[src/rtl/sw_led_ctrl.sv]
// sw_led_ctrl: debounced slide switches drive LEDs in one of four display modes.
// Optional SW_LED_CTRL_SEG_EN builds the parity-rise event counter and its hex display.
module sw_led_ctrl #(
   parameter int SW_W       = 8,
   parameter int LED_W      = 16,
   parameter int DEB_CYCLES = 1000,
   parameter int TICK_DIV   = 5000000
) (
   input  logic             clk,
   input  logic             rst,
   input  logic [SW_W-1:0]  sw,
   input  logic [1:0]       mode,
   output logic [LED_W-1:0] ledr,
   output logic [7:0]       seg0,
   output logic [7:0]       seg1
);

   localparam int CNT_W  = $clog2(DEB_CYCLES + 1);
   localparam int TICK_W = $clog2(TICK_DIV);
   localparam int POP_W  = $clog2(SW_W + 1);

   logic [SW_W-1:0]   sync1;
   logic [SW_W-1:0]   sync2;
   logic [SW_W-1:0]   deb;
   logic [CNT_W-1:0]  deb_cnt [SW_W];
   logic              par;
   logic [POP_W-1:0]  pop;
   logic [LED_W-1:0]  therm;
   logic [LED_W-1:0]  pat;
   logic [LED_W-1:0]  led_nxt;
   logic [TICK_W-1:0] tick_cnt;
   logic              tick;

   // Counter reaching DEB_CYCLES-1 with the bit still different means this edge is the
   // DEB_CYCLES-th disagreeing sample, so the new level is taken now.
   always_ff @(posedge clk or posedge rst) begin
      if (rst) begin
         sync1 <= '0;
         sync2 <= '0;
         deb   <= '0;
         for (int i = 0; i < SW_W; i++) deb_cnt[i] <= '0;
      end else begin
         sync1 <= sw;
         sync2 <= sync1;
         for (int i = 0; i < SW_W; i++) begin
            if (sync2[i] == deb[i]) begin
               deb_cnt[i] <= '0;
            end else if (deb_cnt[i] == CNT_W'(DEB_CYCLES - 1)) begin
               deb[i]     <= sync2[i];
               deb_cnt[i] <= '0;
            end else begin
               deb_cnt[i] <= deb_cnt[i] + 1'b1;
            end
         end
      end
   end

   assign par  = ^deb;
   assign tick = (tick_cnt == TICK_W'(TICK_DIV - 1));

   always_comb begin
      pop = '0;
      for (int i = 0; i < SW_W; i++) pop = pop + POP_W'(deb[i]);
   end

   always_comb begin
      therm = '0;
      for (int k = 0; k < LED_W; k++) therm[k] = (k < int'(pop));
   end

   always_comb begin
      led_nxt = '0;
      case (mode)
         2'd0:    led_nxt[0] = deb[0] ^ deb[1];
         2'd1:    led_nxt[0] = par;
         2'd2:    led_nxt    = therm;
         default: led_nxt    = pat;
      endcase
   end

   // The pattern keeps rotating in every mode so mode 3 resumes where it would have been.
   always_ff @(posedge clk or posedge rst) begin
      if (rst) begin
         tick_cnt <= '0;
         pat      <= LED_W'(1);
         ledr     <= '0;
      end else begin
         tick_cnt <= tick ? '0 : tick_cnt + 1'b1;
         ledr     <= led_nxt;
         if (tick) begin
            if (par) pat <= {pat[0], pat[LED_W-1:1]};
            else     pat <= {pat[LED_W-2:0], pat[LED_W-1]};
         end
      end
   end

`ifdef SW_LED_CTRL_SEG_EN
   logic [7:0] evt;
   logic       par_q;

   function automatic logic [7:0] hex7(input logic [3:0] d);
      case (d)
         4'h0: hex7 = 8'hC0;
         4'h1: hex7 = 8'hF9;
         4'h2: hex7 = 8'hA4;
         4'h3: hex7 = 8'hB0;
         4'h4: hex7 = 8'h99;
         4'h5: hex7 = 8'h92;
         4'h6: hex7 = 8'h82;
         4'h7: hex7 = 8'hF8;
         4'h8: hex7 = 8'h80;
         4'h9: hex7 = 8'h90;
         4'hA: hex7 = 8'h88;
         4'hB: hex7 = 8'h83;
         4'hC: hex7 = 8'hC6;
         4'hD: hex7 = 8'hA1;
         4'hE: hex7 = 8'h86;
         default: hex7 = 8'h8E;
      endcase
   endfunction

   always_ff @(posedge clk or posedge rst) begin
      if (rst) begin
         evt   <= '0;
         par_q <= 1'b0;
         seg0  <= 8'hC0;
         seg1  <= 8'hC0;
      end else begin
         par_q <= par;
         if (par && !par_q) evt <= evt + 8'd1;
         seg0 <= hex7(evt[3:0]);
         seg1 <= hex7(evt[7:4]);
      end
   end
`else
   assign seg0 = 8'hFF;
   assign seg1 = 8'hFF;
`endif

endmodule

[config.mk]
export PLATFORM = sky130hd
export DESIGN_NAME = sw_led_ctrl
export DESIGN_NICKNAME = d
export VERILOG_FILES = /design/src/rtl/sw_led_ctrl.sv
export SDC_FILE = /design/constraint.sdc
export NUM_CORES = 1
export LEC_CHECK = 0
export CAP_MARGIN = 20
export CELL_PAD_IN_SITES_DETAIL_PLACEMENT = 0
export CELL_PAD_IN_SITES_GLOBAL_PLACEMENT = 2
export CORE_ASPECT_RATIO = 0.5
export CORE_MARGIN = 2
export CORE_UTILIZATION = 38
export CTS_BUF_LIST = sky130_fd_sc_hd__clkbuf_16
export CTS_CLUSTER_SIZE = 25
export DETAILED_ROUTE_END_ITERATION = 7
export DONT_BUFFER_PORTS = 1
export HOLD_SLACK_MARGIN = 0.03
export PLACE_DENSITY_LB_ADDON = 0.1
export SYNTH_ARGS = -nofsm -noshare
export SYNTH_HDL_FRONTEND = slang
export SYNTH_SLANG_ARGS = --single-unit
[constraint.sdc]
create_clock -name clk -period 4.9 [get_ports clk]
set_clock_uncertainty 0.15 [all_clocks]
set_input_delay 0.49 -clock clk [delete_from_list [all_inputs] [get_ports clk]]
set_output_delay 0.49 -clock clk [all_outputs]
set_load 0.1 [all_outputs]
# == After elaboration in Yosys (flattened, before gate mapping) ==
# Index checks and enable logic that the tools add are counted.
# op_classes
n_addsub,16
n_lt_le_gt_ge,15
eq_ne,19
muxes,20
bitwise,9
reduce_logical,11
# op_table
cell,n
$mux W10,16
$add A10 B1 Y10 const B,8
$eq A10 B10 Y1 const B,8
$pmux W15 S2,1
$lt A4 B4 Y1 const A,7
$add A23 B1 Y23 const B,1
$eq A23 B23 Y1 const B,1
$mux W23,1
$add A4 B1 Y4,4
$lt A3 B4 Y1 const A,4
$mux W16,1
$reduce_and A2 Y1,8
$eq A1 B1 Y1,8
$lt A1 B4 Y1 const A,2
$lt A2 B4 Y1 const A,2
$not A1 Y1,8
$reduce_xor A8 Y1,1
$add A3 B1 Y4,1
$add A2 B1 Y3,1
$pmux W1 S3,1
$add A1 B1 Y2,1
$eq A2 B1 Y1 const B,1
$eq A2 B2 Y1 const B,1
$logic_not A2 Y1,1
other kinds (2),2
# word_totals
regBits,159
in_bits,12
output_inout_bits,32

# == Longest topological paths before layout ==
# Gate-level depths: netlist of the first run.
# logic_depth
word_depth,9
mapped_depth,13
mapped_depth_nobuf,13

# == Least setup slack after synthesis of the first run ==
# No wires, ideal clock.
# synth_timing
path_kind,flip-flop to flip-flop
from,reg deb[0]
to,reg ledr[1]
arrival_ns,3.278
t_required_ns,4.632
setup_slack_ns,1.354
path_stages_with_launch,14
n_path_buf,0
period_less_slack_ns,3.546
cell_sequence,dfrtp_1 -> inv_1 -> fa_1 -> fa_1 -> fa_1 -> inv_1 -> ha_1 -> inv_1 -> fa_1 -> nor2b_1 -> or2_2 -> nand2_1 -> mux2_2 -> a21o_1
# synth_via
elab_chain_cells,9
# synth_lines
element,line,rtl
from (decl),24,logic [SW_W-1:0] deb;
"from (signal, indexed assignment)",49,deb[i] <= sync2[i];
$add A1 B1 Y2,63,for (int i = 0; i < SW_W; i++) pop = pop + POP_W'(deb[i]);
$add A2 B1 Y3,63,
$add A3 B1 Y4,63,
$add A4 B1 Y4 (4 in a row),63,
$lt A1 B4 Y1,68,for (int k = 0; k < LED_W; k++) therm[k] = (k < int'(pop));
$pmux W15 S2,73,case (mode)
named net led_nxt[1],30,logic [LED_W-1:0] led_nxt;
to (signal assigned),89,ledr <= led_nxt;
to (decl),13,"output logic [LED_W-1:0] ledr,"
# The timed path passes the listed nets, and every way through them passes these cells.
# A chain may end at the register's enable or synchronous reset.

# == Worst setup path in the final report of the first run ==
# layout_timing
from,reg deb[0]
to,reg ledr[2]
# layout_via
elab_chain_cells,9
# layout_lines
element,line
$add A1 B1 Y2,63
$add A2 B1 Y3,63
$add A3 B1 Y4,63
$add A4 B1 Y4 (4 in a row),63
$lt A2 B4 Y1,68
$pmux W15 S2,73
named net led_nxt[2],30
# The timed path passes the listed nets, and every way through them passes these cells.

==> impl_metrics.yaml, run 1 <==
pwr:
  power.total_mw: 2.91
  p_leak_nw: 3.60
  peakVddDrop_mv: 0.239
  powerDensity_nw_per_um2: 355
critical_path:
  slowest_stage: "fa_1"
  critPathLaunch: "deb[0]$_DFFE_PP0P_"
  r2r_slack_ns: 1.10
  crit_chain: "inv_1, fa_1, fa_1, fa_1, inv_1, ha_1, inv_1, fa_1, nor2b_1, or2_2, nand2_1, mux2_2, a21o_1"
  cp_num_buf_inv: 3
  r2r_cells: 13
  worstSetupPathType: "register to register"
  cp-endpoint: "ledr[2]$_DFF_PP0_"
  cpPeakStageDelay_ns: 0.56
  reg2reg_from: "deb[0]$_DFFE_PP0P_"
  critical_path_arrival_ns: 3.97
  cp-start-kind: "register"
  crit_family: "adder cells"
  crit_path_end_kind: "register"
  cp_num_cells: 13
  cp_data_required_time_ns: 5.07
  r2r_end: "ledr[2]$_DFF_PP0_"
  cp_max_fo: 5
  cp_common_cell: "fa_1"
run:
  drv_cap: 0
cts:
  cts_resized: 0
  h-tree-depth: 4
  clkSinkCount: 159
  cts_tree: "built"
  clock_path_buffers: 2
  cts_made_buffers: 17
  path_clk_slew_ns: 0.06
  clk_latency_ns: 0.42
  cts-root-buf: "clkbuf_16"
grt:
  grt_max_degree: 160
  grt_pass1_wl_um: 23200
  grt_antenna_before_repair: 0
  grt_pass1_vias: 4581
  grt_use_total_pct: 14.8
  grt-ovfl-total: 0
die:
  fp.dieH_um: 102
  dieArea_um2: 20200
  rows: 35
  start_util_pct: 39.1
  dieWidth_um: 199
  io_pins: 44
  core_um2: 18500
synthesis:
  yosysWarnings: 0
  synth_top_area_share_pct: 54.6
  syn_area_um2: 7240
  synth_area_leader_cell: "dfrtp_1"
  synth_area_per_cell_um2: 10.6
  syn_inst: 684
  ys_ff_latch: 159
  ys_seq_area_share_pct: 55.0
  yosys.cell_types.count: 40
  synth_area_leaders: "dfrtp_1 (55%), xnor2_1 (6.4%), nor2_1 (5.4%), xor2_1 (4.8%), nand2_1 (3.9%)"
route:
  drt_iter0_drc: 211
  routed_wl_um: 13400
  post_drt_wl_per_cell_um: 13.7
  first_pass_iters: 4
  vias_per_cell: 4.60
  vias: 4482
  drc: 0
  antenna_left: 0
cells_and_area:
  syn_to_final_growth_pct: 13.3
  fin_util_pct: 44.3
  antenna_cells: 0
  layout-drive-gt1-share_pct: 6.28
  nets: 733
sta:
  slew_headroom_pct: 34.3
  hold_viol: 0
  fmax_mhz: 263
  final-setup-viol-count: 0
  rsz0062_at_grt: "false"
  final.setup.tns_ns: 0
  finalCriticalPeriod_ns: 3.80
  finalMaxSlewViolations: 0
  worst_slew_pin_slew_ns: 0.985
  post-route-period-util_pct: 77.5
status:
  status: "complete, no violations"
place:
  dpl.hpwl_um: 8810
  portBuffers: 0
  gp_congestion: 0.745
min_path:
  min_path_type: "input port to async pin"
## worst register-to-register path, delay by kind of cell (launching register included)
kind | cells | cell delay (ns)
adders and majority gates | 5 | 2.05
and+or+nand+nor | 3 | 0.48
DFF | 1 | 0.39
muxes | 1 | 0.26
buffers and inverters | 3 | 0.21
AOI/OAI and AO/OA | 1 | 0.17
## state kept, by name (all words and copies together) (netlist names)
| register | flops |
|---|---|
| ledr | 16 |
| pat | 16 |
| sync2 | 8 |
| deb_cnt | 80 |
| tick_cnt | 23 |
| deb | 8 |
| sync1 | 8 |
## cell usage in the layout (no fill, tap or decap), types with 3 or more instances in the layout
cell type	synthesis	routed
dfrtp_1	158	158
nor2_1	105	105
nand2_1	76	76
xnor2_1	53	53
xor2_1	40	40
nand3_1	28	28
inv_1	24	25
clkbuf_16	0	17
nand4_1	16	16
mux2i_1	16	16
o21ai_0	16	16
conb_1	1	16
and3_1	15	15
nor3_1	13	13
ha_1	13	13
and2_1	11	11
o21ai_1	10	10
mux2_2	10	10
dlygate4sd3_1	0	9
nand2b_1	6	6
or4_1	6	6
a21oi_1	5	5
clkinvlp_4	0	5
bufinv_16	0	5
or3_1	4	4
nor2b_1	4	4
a21o_1	4	4
and4_1	4	4
fa_1	4	4
a22o_1	3	3
## cell usage after synthesis
cell type  count
or2_2          1
nand2b_1       6
inv_1         24
o21ai_0       16
xor2_4         1
ha_1          13
dfrtp_1      158
buf_12         1
o21ai_1       10
nand4b_1       2
nor2b_1        4
fa_1           4
xnor3_2        1
conb_1         1
nor2_1       105
and4_1         4
nand3b_1       1
nand2_1       76
a21o_1         4
mux2i_1       16
nor4bb_1       2
a22o_1         3
clkbuf_1       9
and3_1        15
xnor2_1       53
dfstp_2        1
nand4_1       16
a32o_1         1
xor2_1        40
or4_1          6
mux2_2        10
nor3_1        13
nor4_1         1
nand3_1       28
a21oi_1        5
or3_1          4
o311ai_0       1
buf_4         16
nor4b_1        1
and2_1        11
## where the power goes
part           internal [mW]  switching, mW  leakage [nW]
sequential              1.34         0.0186          2.15
combinational         0.0255          0.105          1.15
clock                  0.892          0.534         0.298
total                   2.25          0.658          3.60
## per-layer routing
layer	vias up	global-route usage [%]	wire length [µm]
met5	-	0	0
met4	0	5.68	159
met1	2161	20.4	6850
met2	37	22.9	5950
met3	15	3.60	401
li1	2269	-	-
## layout make-up
class | instances | area, µm²
Sequential cell | 159 | 3980
Timing Repair Buffer | 12 | 125
Tap cell | 259 | 324
Multi-Input combinational cell | 490 | 3050
Fill cell | 1798 | 10300
Inverter | 24 | 93.8
Clock buffer | 17 | 425
Clock inverter | 14 | 200
## through the flow
| step | setup WS [ns] | hold slack (ns) | cells | instance area, µm² |
|---|---|---|---|---|
| 2_1_floorplan | 1.35 | 0.181 | 699 | 7300 |
| 4_1_cts | 1.12 | 0.0392 | 975 | 8200 |
| 6_report | 1.10 | 0.00915 | 975 | 8200 |
| 3_5_place_dp | 1.14 | 0.186 | 935 | 7490 |
| 5_1_grt | 0.884 | 0.0586 | 975 | 8200 |
| 3_3_place_gp | 1.18 | 0.183 | 934 | 7480 |
## timing repair
action	in CTS	in global routing
endpoints found under the hold margin	11	0
setup buffers	0	0
hold buffers	9	0
## kinds of logic after synthesis
kind of cell / count (synthesis) / synth area share, %
AOI/OAI and AO/OA: 40 / 3.18
DFF: 159 / 55.0
xor gates and xnor gates: 95 / 12.0
muxes: 26 / 3.77
and+or+nand+nor: 296 / 19.1
buffers and inverters: 50 / 3.65
other: 1 / 0.0518
adders and majority gates: 17 / 3.35
## worst min path at each step
stage	slack, ns	endpoint	cells past startpoint	startpoint
2_1_floorplan	0.18	sync2[0]$_DFF_PP0_	0	sync1[0]$_DFF_PP0_
3_3_place_gp	0.18	sync2[1]$_DFF_PP0_	0	sync1[1]$_DFF_PP0_
3_5_place_dp	0.19	sync2[4]$_DFF_PP0_	0	sync1[4]$_DFF_PP0_
4_1_cts	0.04	ledr[15]$_DFF_PP0_	1	mode[1]
5_1_grt	0.06	ledr[15]$_DFF_PP0_	1	mode[1]
6_report	0.009	deb_cnt[1]$_DFF_PP0_	2	rst
No activity file was read; power rests on OpenSTA's default activity.
==> run 2: changes to the inputs <==
--- a/config.mk
+++ b/config.mk
@@ -5,12 +5,13 @@
 export SDC_FILE = /design/constraint.sdc
 export NUM_CORES = 1
 export LEC_CHECK = 0
+export ABC_AREA = 1
 export CAP_MARGIN = 20
 export CELL_PAD_IN_SITES_DETAIL_PLACEMENT = 0
 export CELL_PAD_IN_SITES_GLOBAL_PLACEMENT = 2
 export CORE_ASPECT_RATIO = 0.5
 export CORE_MARGIN = 2
-export CORE_UTILIZATION = 38
+export CORE_UTILIZATION = 35
 export CTS_BUF_LIST = sky130_fd_sc_hd__clkbuf_16
 export CTS_CLUSTER_SIZE = 25
 export DETAILED_ROUTE_END_ITERATION = 7
==> constraint.sdc (replaced) <==
create_clock -name clk -period 3.4 [get_ports clk]
set_clock_uncertainty 0.15 [all_clocks]
set_input_delay 0.34 -clock clk [delete_from_list [all_inputs] [get_ports clk]]
set_output_delay 0.34 -clock clk [all_outputs]
set_load 0.1 [all_outputs]
==> impl_metrics.yaml, run 2 <==
status:
  status: "finished, violations left"
  violations: "setup timing"
min_path:
  min_to: "ledr[0]$_DFF_PP0_"
  min-delay-start: "mode[0]"
  min_path_type: "input port to register"
  holdPathStages: 3
synthesis:
  synth_top_family_by_area: "simple AND/OR/NAND/NOR gates"
  synth_mux_area_share_pct: 0.146
  synth_top_flop_cell: "dfrtp_1"
  synth_area_leaders: "dfrtp_1 (51%), nand2_1 (9.8%), nor2_1 (7.2%), inv_1 (5.7%), xor2_1 (4.5%)"
  synth_area_leader_cell: "dfrtp_1"
  synth-simple-area-share_pct: 27.6
  async_flop_share_pct: 100
  synth_top_area_share_pct: 51.1
  yosys.cell_types.count: 41
  synth-xor-area-share_pct: 5.89
  synth_edf_count: 0
  ys_ff_latch: 159
  yosys-top-cells-count: "nand2_1 (202), dfrtp_1 (158), nor2_1 (149), inv_1 (117), nand3_1 (65)"
  yosysWarnings: 0
  synth_compound_area_share_pct: 3.64
  syn_area_um2: 7730
  synth_fa_ha_area_share_pct: 3.14
  syn_inst: 919
  ys_seq_area_share_pct: 51.5
  synth.most_common_cell: "nand2_1"
  synth_area_per_cell_um2: 8.42
cells_and_area:
  largest_register_ffs: 80
  largest-register: "deb_cnt"
  final_common_cell: "nand2_1"
  nets: 991
  syn_to_final_growth_pct: 15.2
  layout-drive-gt1-share_pct: 8.51
  final_cell_mix: "nand2_1 (202), dfrtp_1 (158), nor2_1 (145)"
  top_regs: "deb_cnt x80, tick_cnt x23"
  num-fill-cells: 2246
  final_area_um2: 8910
  antenna_cells: 0
  fin_util_pct: 41.1
route:
  vias: 5786
  drt_iter0_drc: 385
  first_pass_iters: 4
  antenna_left: 0
  drc: 0
  routed_wl_um: 16400
  vias_per_cell: 4.54
  post_drt_wl_per_cell_um: 12.8
place:
  dpl.hpwl_um: 11500
  gp_congestion: 0.753
  portBuffers: 0
  place_area_um2: 8130
critical_path:
  worstSetupPathType: "register to register"
  critical_path_arrival_ns: 3.58
  cp_common_cell: "inv_2"
  r2r_end: "ledr[0]$_DFF_PP0_"
  r2r_slack_ns: -0.02
  cp-start-kind: "register"
  slowest_stage: "fa_1"
  cpPeakStageDelay_ns: 0.55
  cp_data_required_time_ns: 3.56
  reg2reg_from: "deb[0]$_DFFE_PP0P_"
  cp_max_fo: 3
  crit_path_end_kind: "register"
  r2r_cells: 15
  crit_chain: "inv_2, fa_1, fa_1, fa_1, inv_2, ha_4, inv_2, fa_2, inv_2, nor2_4, inv_2, nor2_4, nand2_1, nand2_1, nand4_1"
sta:
  fmax_mhz: 292
  rsz0062_at_grt: "true"
  post-route-period-util_pct: 101
  fin_ws_ns: -0.0231
  finalCriticalPeriod_ns: 3.42
  slew_headroom_pct: 37.4
  final-setup-viol-count: 1
  finalMaxSlewViolations: 0
  hold_viol: 0
  worst_slew_pin_slew_ns: 0.940
cts:
  clock_path_buffers: 2
  h-tree-depth: 4
  clk_latency_ns: 0.44
  clkSinkCount: 159
  path_clk_slew_ns: 0.06
  cts_tree: "built"
  cts_made_buffers: 17
  cts-root-buf: "clkbuf_16"
run:
  drv_cap: 0
grt:
  grt_pass1_vias: 5771
  grt_antenna_before_repair: 0
  grt_pass1_wl_um: 28100
  grt_max_degree: 78
  grt_use_total_pct: 15.4
  grt-ovfl-total: 0
pwr:
  peakVddDrop_mv: 0.211
  p_leak_nw: 4.28
  powerDensity_nw_per_um2: 440
die:
  io_pins: 44
  fp.dieH_um: 109
  core_um2: 21700
  rows: 38
  dieArea_um2: 23400
  dieWidth_um: 214
  start_util_pct: 35.7
[run 2: layer usage]
metal	up-vias	global-route usage (%)	wire length, µm
met3	14	3.85	388
met4	0	6.40	201
met5	-	0	0
met2	44	24.9	7550
met1	2769	19.9	8210
li1	2959	-	-
[run 2: cell families (layout without fill, tap and decap cells)]
logic type | after synthesis | in the layout
and+or+nand+nor | 495 | 495
other | 1 | 16
xor gates and xnor gates | 52 | 52
adders and majority gates | 17 | 17
muxes | 1 | 1
buffers and inverters | 144 | 185
DFF | 159 | 159
AOI/OAI and AO/OA | 50 | 50
[run 2: worst max-delay path by stage]
stage,start,end,slack [ns],cells past startpoint
floorplan,deb[3]$_DFFE_PP0P_,ledr[0]$_DFF_PP0_,0.02,15
global placement,deb[0]$_DFFE_PP0P_,ledr[0]$_DFF_PP0_,-0.11,15
detailed placement,deb[0]$_DFFE_PP0P_,ledr[0]$_DFF_PP0_,-0.14,15
CTS,deb[0]$_DFFE_PP0P_,ledr[0]$_DFF_PP0_,-0.07,15
global route,deb[0]$_DFFE_PP0P_,ledr[0]$_DFF_PP0_,-0.19,15
finish,deb[0]$_DFFE_PP0P_,ledr[0]$_DFF_PP0_,-0.02,15
[run 2: layout make-up]
cell class	instances	area, µm²	share of cell area (%)
Inverter	121	458	5.14
Multi-Input combinational cell	631	3260	36.6
Clock inverter	15	105	1.18
Sequential cell	159	3980	44.7
Tap cell	300	375	4.21
Clock buffer	17	425	4.77
Timing Repair Buffer	32	305	3.43
[run 2: critical path: cells and delay by family, from the launching register on]
| kind | cells | cell delay [ns] |
|---|---|---|
| adders and majority gates | 5 | 2.11 |
| buffers and inverters | 5 | 0.29 |
| and+or+nand+nor | 5 | 0.40 |
| DFF | 1 | 0.35 |
[run 2: repair_timing]
action	4_1_cts	5_1_grt
setup buffers	3	2
hold buffers	13	0
gates resized for setup	12	16
pin swaps	3	1
endpoints found under the setup margin	10	11
endpoints found under the hold margin	31	0
[run 2: per-stage QoR]
| step | TNS (ns) | std cells | hold slack, ns | setup slack, ns | total power, mW |
|---|---|---|---|---|---|
| 2_1_floorplan | 0 | 934 | 0.181 | 0.0160 | 2.15 |
| 3_3_place_gp | -0.358 | 1226 | 0.138 | -0.115 | 2.18 |
| 3_5_place_dp | -0.419 | 1226 | 0.144 | -0.142 | 2.18 |
| 4_1_cts | -0.269 | 1274 | 0.0309 | -0.0699 | 4.00 |
| 5_1_grt | -0.939 | 1275 | 0.0626 | -0.190 | 4.11 |
| 6_report | -0.0231 | 1275 | 0.0442 | -0.0231 | 3.92 |
[run 2: power by group]
group          switching (mW)  internal, mW
logic                   0.160        0.0385
registers              0.0252          1.92
clock network           0.784         0.984
